## config.mk

```make
export PLATFORM = sky130hd
export DESIGN_NAME = house_score_digits
export DESIGN_NICKNAME = d
export VERILOG_FILES = /design/src/rtl/house_score_digits.sv
export SDC_FILE = /design/constraint.sdc
export NUM_CORES = 1
export LEC_CHECK = 0
export CORE_MARGIN = 2
export CORE_UTILIZATION = 25
export DETAILED_ROUTE_END_ITERATION = 12
export PLACE_DENSITY = 0.42
export SLEW_MARGIN = 20
export SYNTH_ARGS = -nofsm -noshare
export SYNTH_HDL_FRONTEND = slang
export SYNTH_SLANG_ARGS = --single-unit
```

## constraint.sdc

```tcl
create_clock -name clk -period 3.2 [get_ports clk]
set_clock_uncertainty 0.05 [all_clocks]
set_input_delay 0.64 -clock clk [delete_from_list [all_inputs] [get_ports clk]]
set_output_delay 0.64 -clock clk [all_outputs]
set_load 0.005 [all_outputs]
```

## src/rtl/house_score_digits.sv

```systemverilog
// house_score_digits
// Converts four house point totals to 6-digit BCD with a sequential
// double-dabble engine. The engine works one house at a time into a shadow
// bank, and the finished frame is copied atomically into the display bank.
// A separate registered lookup port answers per-digit requests from the
// leaderboard renderer. It always reads the display bank, so a frame is never
// torn while a conversion runs.
module house_score_digits #(
   parameter int HP_W      = 25,
   parameter int BIN_W     = 20,
   parameter int CLAMP_MAX = 999999
) (
   input  logic            clk,
   input  logic            reset_n,
   input  logic [HP_W-1:0] G_HP,
   input  logic [HP_W-1:0] S_HP,
   input  logic [HP_W-1:0] R_HP,
   input  logic [HP_W-1:0] H_HP,
   input  logic            start,
   input  logic            G,
   input  logic            S,
   input  logic            R,
   input  logic            H,
   input  logic [2:0]      score,
   output logic            busy,
   output logic            done,
   output logic [3:0]      digit,
   output logic            blank,
   output logic            digit_vld
);

   localparam int BCD_W = 24;
   localparam int CNT_W = (BIN_W > 1) ? $clog2(BIN_W) : 1;
   localparam logic [CNT_W-1:0] BIT_LAST = CNT_W'(BIN_W - 1);

   typedef enum logic [2:0] {
      ST_IDLE   = 3'd0,
      ST_LOAD   = 3'd1,
      ST_SHIFT  = 3'd2,
      ST_STORE  = 3'd3,
      ST_COMMIT = 3'd4
   } state_t;

   state_t             state_r;
   state_t             next_s;
   logic [HP_W-1:0]    hp_lat_r [4];
   logic [1:0]         house_r;
   logic [CNT_W-1:0]   bit_cnt_r;
   logic [BIN_W-1:0]   bin_r;
   logic [BCD_W-1:0]   bcd_r;
   logic [BCD_W-1:0]   bcd_adj_s;
   logic [BCD_W-1:0]   shadow_r [4];
   logic [BCD_W-1:0]   disp_r [4];
   logic               busy_r;
   logic               done_r;
   logic [3:0]         digit_r;
   logic               blank_r;
   logic               digit_vld_r;

   logic [1:0]         lk_house_s;
   logic               house_ok_s;
   logic               score_ok_s;
   logic [2:0]         pos_s;
   logic [BCD_W-1:0]   word_s;
   logic [3:0]         lk_digit_s;
   logic               upper_nz_s;
   logic               lk_valid_s;
   logic               lk_blank_s;

   // Saturate a raw point total to the displayable maximum.
   function automatic logic [BIN_W-1:0] clamp_hp(input logic [HP_W-1:0] hp);
      logic [BIN_W-1:0] res;
      if (hp > HP_W'(CLAMP_MAX)) begin
         res = BIN_W'(CLAMP_MAX);
      end else begin
         res = hp[BIN_W-1:0];
      end
      return res;
   endfunction

   // Add 3 to every BCD nibble that is 5 or more (double-dabble correction).
   function automatic logic [BCD_W-1:0] bcd_adjust(input logic [BCD_W-1:0] bcd);
      logic [BCD_W-1:0] res;
      logic [3:0]       nib;
      res = {BCD_W{1'b0}};
      for (int i = 0; i < 6; i++) begin
         nib = bcd[i*4 +: 4];
         res[i*4 +: 4] = (nib >= 4'd5) ? (nib + 4'd3) : nib;
      end
      return res;
   endfunction

   assign bcd_adj_s = bcd_adjust(bcd_r);

   // FSM state register.
   always_ff @(posedge clk or negedge reset_n) begin
      if (!reset_n) begin
         state_r <= ST_IDLE;
      end else begin
         state_r <= next_s;
      end
   end

   // FSM next-state logic: load, shift BIN_W times, store, per house, then commit.
   always_comb begin
      next_s = state_r;
      case (state_r)
         ST_IDLE: begin
            if (start) begin
               next_s = ST_LOAD;
            end else begin
               next_s = ST_IDLE;
            end
         end
         ST_LOAD: begin
            next_s = ST_SHIFT;
         end
         ST_SHIFT: begin
            if (bit_cnt_r == BIT_LAST) begin
               next_s = ST_STORE;
            end else begin
               next_s = ST_SHIFT;
            end
         end
         ST_STORE: begin
            if (house_r == 2'd3) begin
               next_s = ST_COMMIT;
            end else begin
               next_s = ST_LOAD;
            end
         end
         ST_COMMIT: begin
            next_s = ST_IDLE;
         end
         default: begin
            next_s = ST_IDLE;
         end
      endcase
   end

   // Conversion datapath, shadow/display banks and busy/done flags.
   always_ff @(posedge clk or negedge reset_n) begin
      if (!reset_n) begin
         for (int h = 0; h < 4; h++) begin
            hp_lat_r[h] <= {HP_W{1'b0}};
            shadow_r[h] <= {BCD_W{1'b0}};
            disp_r[h]   <= {BCD_W{1'b0}};
         end
         house_r   <= 2'd0;
         bit_cnt_r <= {CNT_W{1'b0}};
         bin_r     <= {BIN_W{1'b0}};
         bcd_r     <= {BCD_W{1'b0}};
         busy_r    <= 1'b0;
         done_r    <= 1'b0;
      end else begin
         done_r <= 1'b0;
         case (state_r)
            ST_IDLE: begin
               if (start) begin
                  hp_lat_r[0] <= G_HP;
                  hp_lat_r[1] <= S_HP;
                  hp_lat_r[2] <= R_HP;
                  hp_lat_r[3] <= H_HP;
                  house_r     <= 2'd0;
                  busy_r      <= 1'b1;
               end
            end
            ST_LOAD: begin
               bin_r     <= clamp_hp(hp_lat_r[house_r]);
               bcd_r     <= {BCD_W{1'b0}};
               bit_cnt_r <= {CNT_W{1'b0}};
            end
            ST_SHIFT: begin
               bcd_r     <= {bcd_adj_s[BCD_W-2:0], bin_r[BIN_W-1]};
               bin_r     <= {bin_r[BIN_W-2:0], 1'b0};
               bit_cnt_r <= bit_cnt_r + CNT_W'(1);
            end
            ST_STORE: begin
               shadow_r[house_r] <= bcd_r;
               house_r           <= house_r + 2'd1;
            end
            ST_COMMIT: begin
               for (int h = 0; h < 4; h++) begin
                  disp_r[h] <= shadow_r[h];
               end
               done_r <= 1'b1;
               busy_r <= 1'b0;
            end
            default: begin
               busy_r <= 1'b0;
            end
         endcase
      end
   end

   // Decode the renderer request and pick the digit and leading-zero flag.
   always_comb begin
      lk_house_s = 2'd0;
      house_ok_s = 1'b0;
      case ({G, S, R, H})
         4'b1000: begin lk_house_s = 2'd0; house_ok_s = 1'b1; end
         4'b0100: begin lk_house_s = 2'd1; house_ok_s = 1'b1; end
         4'b0010: begin lk_house_s = 2'd2; house_ok_s = 1'b1; end
         4'b0001: begin lk_house_s = 2'd3; house_ok_s = 1'b1; end
         default: begin lk_house_s = 2'd0; house_ok_s = 1'b0; end
      endcase
      score_ok_s = (score >= 3'd1) && (score <= 3'd6);
      pos_s      = score_ok_s ? (score - 3'd1) : 3'd0;
      word_s     = disp_r[lk_house_s];
      lk_digit_s = 4'd0;
      upper_nz_s = 1'b0;
      for (int i = 0; i < 6; i++) begin
         lk_digit_s = (3'(i) == pos_s) ? word_s[i*4 +: 4] : lk_digit_s;
         upper_nz_s = upper_nz_s | ((3'(i) >= pos_s) && (word_s[i*4 +: 4] != 4'd0));
      end
      lk_valid_s = house_ok_s & score_ok_s;
      lk_blank_s = lk_valid_s & (pos_s != 3'd0) & ~upper_nz_s;
   end

   // Register the lookup answer; invalid requests return all zeros.
   always_ff @(posedge clk or negedge reset_n) begin
      if (!reset_n) begin
         digit_r     <= 4'd0;
         blank_r     <= 1'b0;
         digit_vld_r <= 1'b0;
      end else begin
         digit_r     <= lk_valid_s ? lk_digit_s : 4'd0;
         blank_r     <= lk_blank_s;
         digit_vld_r <= lk_valid_s;
      end
   end

   assign busy      = busy_r;
   assign done      = done_r;
   assign digit     = digit_r;
   assign blank     = blank_r;
   assign digit_vld = digit_vld_r;

endmodule
```

==> summary.txt <==
Outcome
  • Status: finished clean

Clock network
  • Clk root buf: clkbuf_16
  • CTS sink count: 354
  • Worst-skew pair later-pin latency: approximately 0.57 ns
  • CTS tree: built
  • Reg clk slew, reported paths: 0.06 ns
  • H-tree levels: 2
  • Postcts setup bufs: 0
  • Maximum clock path buffer count: 3
  • CTS Buf Count: 43

Placed design
  • Gpl congestion: 0.758
  • IO buf count: ~120
  • Post-DP HPWL: 28200 um

Synthesis
  • Yosys reg bits: 354
  • Cells after synthesis: 1385
  • Asr flop ratio synth: 100%
  • Mapped Nets: approximately 1500
  • Seq/Total Area, Yosys: between 50% and 60%
  • Syn Area/Cell: around 11 um^2
  • Yosys warnings: 0
  • Post-synth cell types: 59
  • Dominant synthesized flop cell: dfrtp_1
  • Number of synthesized flops with an enable pin: 0
  • Mapped Area: ~16000 um^2

Worst setup path
  • Critical path class: reg -> reg
  • R2R cell count: 7
  • Critical path launch point: state_r[0]
  • Critical Path AT: 3.23 ns
  • Endpoint type of the worst setup path: flip-flop
  • Crit path max fanout: 15
  • Crit path launch type: flip-flop
  • FF-to-FF Start: state_r[0]
  • Worst EP required: about 3.6 ns

Die
  • # rows: 91
  • Die width: 255 um
  • Initial Utilization: 25.4%
  • Core Box Area: 61900 um^2
  • Die ar.: between 60000 and 70000 um^2
  • Die height: about 250 um
  • Ports: 118

Power and ir drop
  • Lkg Pwr: 9.20 nW
  • Peak VDD IR: a little under 0.0003 V
  • Total Power: 10.6 mW
  • PwrDens: 546 nW/um^2

STA
  • Total Neg Setup Slack: 0 ns
  • Endpoints failing setup: 0
  • Fin crit share: 89.0%
  • FMAX: roughly 350 MHz
  • Worst-Margin Slew: 1.09 ns
  • Max-slew violations: 0
  • Hold WS: 0.414 ns
  • Final Hold Vio Count: 0
  • RSZ-0062 raised after global routing: no
  • Slew headroom: 27.3%
  • Minimum clock period after layout: 2.85 ns

Route
  • Drt drc: 0
  • Drt pass-1 iters: 4
  • Final WL: 42000 um
  • 1st-iter DRT viols: about 420
  • Wirelength per Cell: between 15 and 20 um
  • Number of vias per cell: roughly 4.5
  • Via count of the routed design: 10600
  • Antenna Nets Post-Route: 0

Final layout
  • NumNets Final: 1625
  • Area growth syn-to-layout: 23.3%
  • Share of cells above drive strength 1: 18.8%

GRT
  • Vias in the first global route: between 10000 and 15000
  • Global-route wire length before repair: 66700 um
  • Initial antenna violation count: 0
  • Largest net degree at the start of global routing: ~100
  • GRT Total Usage: 13.3%
  • GRT overflow: 0

Min path
  • Worst Hold Depth: 2
  • Hold Crit Class: reg -> reg
  • Min-delay src: hp_lat_r[4]

Run
  • Maxcap violations: 0
## worst max-delay path, stage by stage (launching register included)
cell	delay, ns
dfrtp_1	0.65
xor2_1	0.19
nand2b_1	0.31
a2111oi_0	0.70
buf_4	0.24
o2111ai_1	0.17
nand3_2	0.29
a21oi_1	0.12
## area by class of cell
type,count,area (um^2)
Multi-Input combinational cell,918,6400
Timing Repair Buffer,150,1530
Sequential cell,354,8860
Inverter,28,105
Clock inverter,18,185
Antenna cell,1,2.50
Clock buffer,60,1250
Tap cell,837,1050
Fill cell,6426,42600
## layout by cell type (no fill, tap or decap), types with 11 or more instances in the layout
cell type,instances
a21oi_1,32
a22o_1,15
buf_4,24
clkbuf_16,43
clkbuf_8,11
clkdlybuf4s50_1,116
dfrtp_1,354
ha_1,20
inv_1,27
mux2_2,144
mux4_1,14
mux4_2,30
nand2_1,390
nor2_1,27
nor3_1,11
nor4_1,13
o21ai_0,85
o22ai_1,16
## kinds of logic after synthesis
group | share of synthesized area, %
buffers and inverters | 3.03
adders and majority gates | 1.59
and+or+nand+nor | 12.8
xor gates and xnor gates | 0.836
muxes | 17.3
AOI/OAI and AO/OA | 8.03
DFF | 56.4
## sequential cells by signal (all words and copies together), names as in the netlist
signal / flops
blank: 1
bcd_r: 24
state_r: 3
busy: 1
digit_vld: 1
done: 1
digit: 4
bin_r: 20
hp_lat_r: 100
house_r: 2
shadow_r: 96
disp_r: 96
bit_cnt_r: 5
## through the flow
step	instances	setup WS [ns]	area [um^2]	util [%]
3_3_place_gp	2286	0.111	17900	28.9
4_1_cts	2365	0.369	19400	31.3
3_5_place_dp	2286	0.0704	17900	28.9
6_report	2366	0.352	19400	31.3
2_1_floorplan	1385	0.523	15700	-
5_1_grt	2365	0.202	19400	31.3
## report_power, final
group / internal [mW] / switching [mW]
clock: 2.97 / 1.97
combinational: 0.372 / 0.331
sequential: 4.78 / 0.157
total: 8.13 / 2.46
## layer usage
metal,share of wire [%],global-route usage [%],vias to the layer above
met5,0,0,-
met4,1.9,3.66,0
met3,4.5,2.59,58
met2,46,21.3,221
met1,48,18.3,5300
li1,-,-,5049
## synth_stat cells (all sizes together) (2+ instances only)
master / n / area (um^2)
nor3: 12 / 60.1
o21ai: 85 / 425
a2111oi: 2 / 23.8
a21oi: 32 / 160
o311ai: 2 / 17.5
nor4: 13 / 81.3
mux4: 44 / 1040
a32oi: 2 / 17.5
a31oi: 3 / 18.8
ha: 20 / 250
a211oi: 2 / 15.0
dfrtp: 354 / 8860
a22o: 15 / 131
nand4: 2 / 12.5
mux2i: 6 / 60.1
o211ai: 4 / 30.0
o21bai: 2 / 15.0
nor2: 27 / 101
a32o: 4 / 40.0
and3: 2 / 12.5
mux2: 144 / 1620
xor2: 6 / 52.6
nor3b: 3 / 22.5
nand2b: 10 / 62.6
clkbuf: 64 / 240
or4: 5 / 37.5
o31a: 4 / 35.0
o31ai: 10 / 75.1
and2: 3 / 18.8
nor2b: 2 / 12.5
inv: 27 / 101
o32ai: 3 / 26.3
or2: 2 / 12.5
nand3: 7 / 40.0
or3: 2 / 12.5
o2111ai: 2 / 17.5
xnor2: 9 / 78.8
nand2: 391 / 1470
o22ai: 16 / 100
a21o: 10 / 75.1
buf: 21 / 130
## what timing repair did
action / in CTS / in global routing
hold buffers: 1 / 0
setup endpoints to repair: 0 / 0
resized for setup: 0 / 0
hold endpoints to repair: 55 / 0
## final timing paths
path | endpoint | slack (ns)
setup / recovery | bin_r[14] | 0.35
setup reg to reg | bin_r[14] | 0.35
max in group asynchronous | bcd_r[11] | 1.69
hold reg to reg | hp_lat_r[4] | 0.41
min in group asynchronous | shadow_r[45] | 0.56
hold / removal | hp_lat_r[4] | 0.41
Power figures use the tool's default switching activity.
